### config.mk
export PLATFORM = sky130hd
export DESIGN_NAME = rob_trap_ctrl
export DESIGN_NICKNAME = d
export VERILOG_FILES = /design/src/rtl/rob_trap_ctrl.sv
export SDC_FILE = /design/constraint.sdc
export NUM_CORES = 1
export LEC_CHECK = 0
export CORE_ASPECT_RATIO = 1.5
export CORE_MARGIN = 4
export CORE_UTILIZATION = 40
export CTS_CLUSTER_DIAMETER = 200
export CTS_CLUSTER_SIZE = 30
export DETAILED_ROUTE_END_ITERATION = 8
export PLACE_DENSITY = 0.77
export SLEW_MARGIN = 15
export SYNTH_ARGS = -nofsm -noshare
export SYNTH_HDL_FRONTEND = slang
export SYNTH_SLANG_ARGS = --single-unit
### constraint.sdc
create_clock -name clk -period 4.7 [get_ports clk]
set_input_delay 1.175 -clock clk [delete_from_list [all_inputs] [get_ports clk]]
set_output_delay 1.175 -clock clk [all_outputs]
set_load 0.1 [all_outputs]
### src/rtl/rob_trap_ctrl.sv
// ROB-head retirement and trap controller.
// Retires completed head entries. Turns a faulting head into a trap report
// followed by a flush and a redirect to the trap vector. A serialising head
// retires and then refetches at pc+1 (word address). After every flush the
// block waits DRAIN_CYCLES cycles before it accepts the head again.
module rob_trap_ctrl #(
  parameter int DRAIN_CYCLES = 2
) (
  input  logic        clk,
  input  logic        rst,
  input  logic        head_valid,
  input  logic [6:0]  head_robid,
  input  logic [29:0] head_pc,
  input  logic        head_error,
  input  logic [4:0]  head_ecause,
  input  logic [31:0] head_tval,
  input  logic        head_serial,
  output logic        head_ack,
  output logic        rob_ret_valid,
  output logic        rob_csr_valid,
  output logic [6:0]  rob_csr_head,
  output logic [29:0] rob_csr_epc,
  output logic [4:0]  rob_csr_ecause,
  output logic [31:0] rob_csr_tval,
  input  logic [29:0] csr_tvec,
  output logic        rob_flush,
  output logic        redirect_valid,
  output logic [29:0] redirect_pc,
  output logic [15:0] trap_count
);

  localparam logic [1:0] RUN   = 2'd0;
  localparam logic [1:0] TRAP  = 2'd1;
  localparam logic [1:0] FLUSH = 2'd2;
  localparam logic [1:0] DRAIN = 2'd3;

  logic [1:0]  state_q, state_d;
  logic        ret_valid_q, ret_valid_d;
  logic [6:0]  head_q, head_d;
  logic [29:0] epc_q, epc_d;
  logic [4:0]  ecause_q, ecause_d;
  logic [31:0] tval_q, tval_d;
  logic [29:0] target_q, target_d;
  logic        from_trap_q, from_trap_d;
  logic [3:0]  cnt_q, cnt_d;
  logic [15:0] trap_count_q, trap_count_d;

  // Next-state and head handshake; a trapping head is never acked.
  always_comb begin
    state_d      = state_q;
    ret_valid_d  = 1'b0;
    head_d       = head_q;
    epc_d        = epc_q;
    ecause_d     = ecause_q;
    tval_d       = tval_q;
    target_d     = target_q;
    from_trap_d  = from_trap_q;
    cnt_d        = cnt_q;
    trap_count_d = trap_count_q;
    head_ack     = 1'b0;
    case (state_q)
      RUN: begin
        if (head_valid) begin
          if (head_error) begin
            // Error wins over serial: capture the trap report.
            head_d       = head_robid;
            epc_d        = head_pc;
            ecause_d     = head_ecause;
            tval_d       = head_tval;
            from_trap_d  = 1'b1;
            trap_count_d = trap_count_q + 16'd1;
            state_d      = TRAP;
          end else begin
            head_ack    = 1'b1;
            ret_valid_d = 1'b1;
            head_d      = head_robid;
            if (head_serial) begin
              target_d    = head_pc + 30'd1;
              from_trap_d = 1'b0;
              state_d     = FLUSH;
            end
          end
        end
      end
      TRAP:  state_d = FLUSH;
      FLUSH: begin
        cnt_d   = 4'(DRAIN_CYCLES - 1);
        state_d = DRAIN;
      end
      DRAIN: begin
        if (cnt_q == 4'd0) state_d = RUN;
        else               cnt_d   = cnt_q - 4'd1;
      end
      default: state_d = RUN;
    endcase
  end

  // State and report registers; reset drops any pending flush.
  always_ff @(posedge clk or posedge rst) begin
    if (rst) begin
      state_q      <= RUN;
      ret_valid_q  <= 1'b0;
      head_q       <= '0;
      epc_q        <= '0;
      ecause_q     <= '0;
      tval_q       <= '0;
      target_q     <= '0;
      from_trap_q  <= 1'b0;
      cnt_q        <= '0;
      trap_count_q <= '0;
    end else begin
      state_q      <= state_d;
      ret_valid_q  <= ret_valid_d;
      head_q       <= head_d;
      epc_q        <= epc_d;
      ecause_q     <= ecause_d;
      tval_q       <= tval_d;
      target_q     <= target_d;
      from_trap_q  <= from_trap_d;
      cnt_q        <= cnt_d;
      trap_count_q <= trap_count_d;
    end
  end

  // Pulses decode straight from the state flop; the trap vector is taken live in FLUSH.
  always_comb begin
    rob_ret_valid  = ret_valid_q;
    rob_csr_valid  = (state_q == TRAP);
    rob_flush      = (state_q == FLUSH);
    redirect_valid = (state_q == FLUSH);
    redirect_pc    = '0;
    if (state_q == FLUSH) redirect_pc = from_trap_q ? csr_tvec : target_q;
    rob_csr_head   = head_q;
    rob_csr_epc    = epc_q;
    rob_csr_ecause = ecause_q;
    rob_csr_tval   = tval_q;
    trap_count     = trap_count_q;
  end

endmodule
# Word-level counts from Yosys, hierarchy flattened
# Cells that the tools add are included.
[op_classes] addsub=3 n_eq_ne=7 n_mux=14 bitwise=1 reduce_logical=10
[op_table] operator="two-way mux 30 bit" count=2
[op_table] operator="adder 30 x 1 -> 30 bit, second input constant" count=1
[op_table] operator="adder 16 x 1 -> 16 bit, second input constant" count=1
[op_table] operator="AND reduction 3 bit" count=3
[op_table] operator="two-way mux 2 bit" count=4
[op_table] operator="one-hot mux 2 bit (4 select lines)" count=1
[op_table] operator="one-hot mux 4 bit (2 select lines)" count=1
[op_table] operator="!= test 2 bit, second input constant" count=3
[op_table] operator="two-way mux 1 bit" count=5
[op_table] operator="== test 2 bit, second input constant" count=2
[op_table] operator="zero test 4 bit" count=1
[op_table] operator="two-way mux 4 bit" count=1
[op_table] operator="AND reduction 2 bit" count=2
[op_table] operator="AND reduction 4 bit" count=1
[op_table] operator="nonzero test 2 bit" count=2
[op_table] operator="subtractor 4 x 1 -> 4 bit, second input constant" count=1
[op_table] operator="!= test 3 bit, second input constant" count=1
[op_table] operator="== test 2 x 1 -> 1 bit, second input constant" count=1
[op_table] operator="zero test 2 bit" count=1
[op_table] operator="NOT 1 bit" count=1
[totals] reg_bits=128 input_bits=109 output_inout_bits=125 wordCells=45

# Logic depth before layout (Yosys ltp)
[depth] word_depth=4 ltp_mapped=9 ltp_nobuf=6

# Worst setup path after synthesis
# No wires, ideal clock.
[synth_path] path_type="reg-to-output" startpoint="register state_q[0]" endpoint="output redirect_pc[0]" t_arrival_ns=2.993 setup_slack_ns=0.532 path_stages_with_launch=5 path_buffers=1 path_cell_list="dfrtp_1 -> inv_1 -> ha_1 -> clkbuf_1 -> nor2b_1"
[synth_via] elab_chain_cells=2
[synth_lines] element="from (decl)" line="37" source="logic [1:0] state_q, state_d;"
[synth_lines] element="from (signal assigned)" line="112" source="state_q <= state_d;"
[synth_lines] element="== test 2 bit"
[synth_lines] element="net redirect_valid" line="27" source="output logic redirect_valid,"
[synth_lines] element="two-way mux 30 bit" line="132" source="if (state_q == FLUSH) redirect_pc = from_trap_q ? csr_tvec : target_q;"
[synth_lines] element="to (decl)" line="28" source="output logic [29:0] redirect_pc,"
# The timed path passes the listed nets, and every way through them passes these cells.

# Worst setup path in the final report
[layout_path] startpoint="input head_valid" endpoint="output head_ack"
[layout_via] elab_chain_cells=2
[layout_lines] element="from (decl)" line="11" source="input logic head_valid,"
[layout_lines] element="two-way mux 1 bit" line="63" source="if (head_valid) begin"
[layout_lines] element="two-way mux 1 bit" line="61" source="case (state_q)"
[layout_lines] element="to (decl)" line="18" source="output logic head_ack,"
# No other way between the ends.

==> results.json <==
{
  "start_util": 0.406,
  "die_area_um2": 17400,
  "grt-ovfl-total": 0,
  "holdBufCountCts": 0,
  "ys_top_cells_by_area": "dfrtp_1 52%, nand2_1 14%, mux2i_1 5.6%, nor2b_1 3.2%, xnor2_1 2.6%",
  "synth_top_family_by_area": "simple AND/OR/NAND/NOR gates",
  "cts-buffers-inserted": 17,
  "synth-seq-area-share": 0.523,
  "synthSimpleGateAreaFrac": 0.267,
  "synth_edf_count": 0,
  "worst_pin_slew_ns": 1.03,
  "ys_seq_elements": 128,
  "synth_top_area_share": 0.523,
  "crit_path_start_kind": "input pin",
  "period_minus_slack_ns": 3.70,
  "synth-compound-area-share": 0.0509,
  "die_h_um": 160,
  "clock_latency_ns": 0.41,
  "hp-class": "reg -> reg",
  "synthXorXnorAreaFrac": 0.0415,
  "path_clk_slew_ns": 0.06,
  "worst_r2r_startpoint": "state_q[0]$_DFFE_PP0P_",
  "yosysTopAreaCell": "dfrtp_1",
  "fp.dieW_um": 109,
  "grt_pass1_wl_um": 27900,
  "synth_fa_ha_area_frac": 0.0164,
  "rsz0062_at_grt": "false",
  "core_um2": 15100,
  "yosys_warnings": 0,
  "ys_types": 39,
  "multiInputGateArea_um2": 2720,
  "ctsResizeCount": 0,
  "cp-endpoint": "head_ack",
  "synthTopCellsByCount": "235 x nand2_1, 128 x dfrtp_1, 34 x mux2i_1",
  "max_freq_mhz": 271,
  "finalCritPeriodShare": 0.786,
  "maxCapViolations": 0,
  "syn_nets": 787,
  "track_usage": 0.205,
  "r2r_cells": 6,
  "drc": 0,
  "cp.arrival_ns": 2.52,
  "setup.worst_path.end_class": "primary output",
  "r2r_slack_ns": 2.28,
  "rows": 55,
  "setup_viol": 0,
  "critPathRequiredTime_ns": 3.52,
  "ff_latch_area_um2": 3200,
  "grt_pass1_vias": 5344,
  "layout.nets": 1008,
  "path_max_fanout": 8,
  "synthArstFlopShare": 1.00,
  "area_growth_pct": 48.9,
  "gp_congestion": 0.880,
  "cts_setup_buffers": 0,
  "timing.final.max_slew_violations": 0,
  "pin_count": 234,
  "clock-sinks": 128,
  "wire_per_inst_um": 15.8,
  "num_vias": 5372,
  "synth_area_um2": 6120,
  "synth_flop_cell": "dfrtp_1",
  "muxShareOfSynthArea": 0.0685,
  "crit_start": "head_valid",
  "viasPerCell": 4.87,
  "clk_path_buf_depth": 2,
  "synth.most_common_cell": "nand2_1",
  "numPortBuffers": 233,
  "cts_tree": "yes",
  "grt_start_max_net_pins": 84,
  "dpl.hpwl_um": 12700,
  "ant_nets": 0,
  "firstDrtPassIters": 4,
  "drt-total-wl_um": 17400,
  "max_slew_margin": 0.313,
  "syn_inst": 670,
  "finalSetupTns_ns": 0,
  "drive_gt1_frac": 0.0951,
  "antenna_found_initial": 0,
  "cts_max_level": 4,
  "fin_skew_ns": 0.00706,
  "status": "finished, final reports clean",
  "critPathKind": "in -> out",
  "n_fill_cell": 1271,
  "antenna_cells": 0,
  "first_iter_violations": 190,
  "ctsRootBufferMaster": "clkbuf_16",
  "r2r-end": "trap_count[4]$_DFFE_PP0P_",
  "hold_viol": 0,
  "postSynthAreaPerCell_um2": 9.14
}
metal layers:
layer | track usage | part of all wire | up-vias | wire [µm]
met2 | 0.355 | 0.53 | 156 | 9190
met3 | 0.0523 | 0.062 | 28 | 1090
met4 | 0.0821 | 0.024 | 0 | 424
li1 | - | - | 2656 | -
met5 | 0 | 0 | - | 0
met1 | 0.237 | 0.38 | 2532 | 6690
worst max-delay path, stage by stage:
cell             delay, ns
clkdlybuf4s50_1       0.58
nand2_1               0.25
nor2_1                0.20
buf_4                 0.32
metrics by stage:
| step | hold slack [ns] | cell area [µm²] | instances | setup WS [ns] | utilization |
|---|---|---|---|---|---|
| 4_1_cts | 0.476 | 9110 | 1103 | 0.982 | 0.605 |
| 3_5_place_dp | 0.461 | 8530 | 1071 | 0.915 | 0.566 |
| 6_report | 0.470 | 9110 | 1103 | 1.00 | 0.605 |
| 3_3_place_gp | 0.457 | 8530 | 1071 | 0.966 | 0.566 |
| 5_1_grt | 0.489 | 9110 | 1103 | 0.847 | 0.605 |
| 2_1_floorplan | 0.445 | 6120 | 670 | 0.112 | - |
cells by family (layout without fill, tap and decap cells):
group	Yosys count	in the layout
fa+ha+maj	8	8
simple gates	361	361
flops	128	128
compound gates	53	53
xor+xnor	29	29
mux	41	41
buf+inv	50	284
layout make-up:
cell class | count | share of cell area
clock inverter | 13 | 0.0140
clock buffer | 19 | 0.0497
timing repair buffer | 238 | 0.252
multi-input combinational | 492 | 0.299
sequential | 128 | 0.352
inverter | 14 | 0.00631
tap | 199 | 0.0273
how the worst min path moves through the flow:
stage | from | to | slack [ns] | cells past startpoint
2_1_floorplan | target_q[1]$_DFFE_PP0P_ | target_q[1]$_DFFE_PP0P_ | 0.44 | 2
3_3_place_gp | rob_csr_tval[3]$_DFFE_PP0P_ | rob_csr_tval[3]$_DFFE_PP0P_ | 0.46 | 2
3_5_place_dp | rob_csr_tval[7]$_DFFE_PP0P_ | rob_csr_tval[7]$_DFFE_PP0P_ | 0.46 | 2
4_1_cts | rob_csr_tval[7]$_DFFE_PP0P_ | rob_csr_tval[7]$_DFFE_PP0P_ | 0.48 | 2
5_1_grt | rob_csr_tval[14]$_DFFE_PP0P_ | rob_csr_tval[14]$_DFFE_PP0P_ | 0.49 | 2
6_report | rob_csr_tval[26]$_DFFE_PP0P_ | rob_csr_tval[26]$_DFFE_PP0P_ | 0.47 | 2
layout by cell type (no fill, tap or decap), types with 3 or more instances in the layout:
master / count
nand4_1: 10
clkinvlp_4: 3
nand3_1: 14
or4_1: 9
buf_4: 37
dfrtp_1: 127
clkinv_4: 4
a21oi_1: 5
xnor2_1: 18
and4_1: 3
inv_6: 5
o31ai_1: 7
clkbuf_16: 17
nand2_1: 235
clkdlybuf4s50_1: 200
or3_1: 8
and3_1: 5
ha_1: 8
xor2_1: 11
o21ai_0: 25
nor2b_1: 31
mux2i_1: 34
a31oi_1: 12
mux2_2: 7
nor3_1: 9
nor2_1: 24
inv_1: 13
sequential cells by signal, indices dropped and copies added, names as in the netlist:
signal,flops
state_q,2
rob_ret_valid,1
from_trap_q,1
cnt_q,4
trap_count,16
rob_csr_tval,32
rob_csr_head,7
rob_csr_ecause,5
target_q,30
rob_csr_epc,30
Power is not shown: default switching activity piles up to over one toggle a cycle in this logic, so the estimate is an artifact.
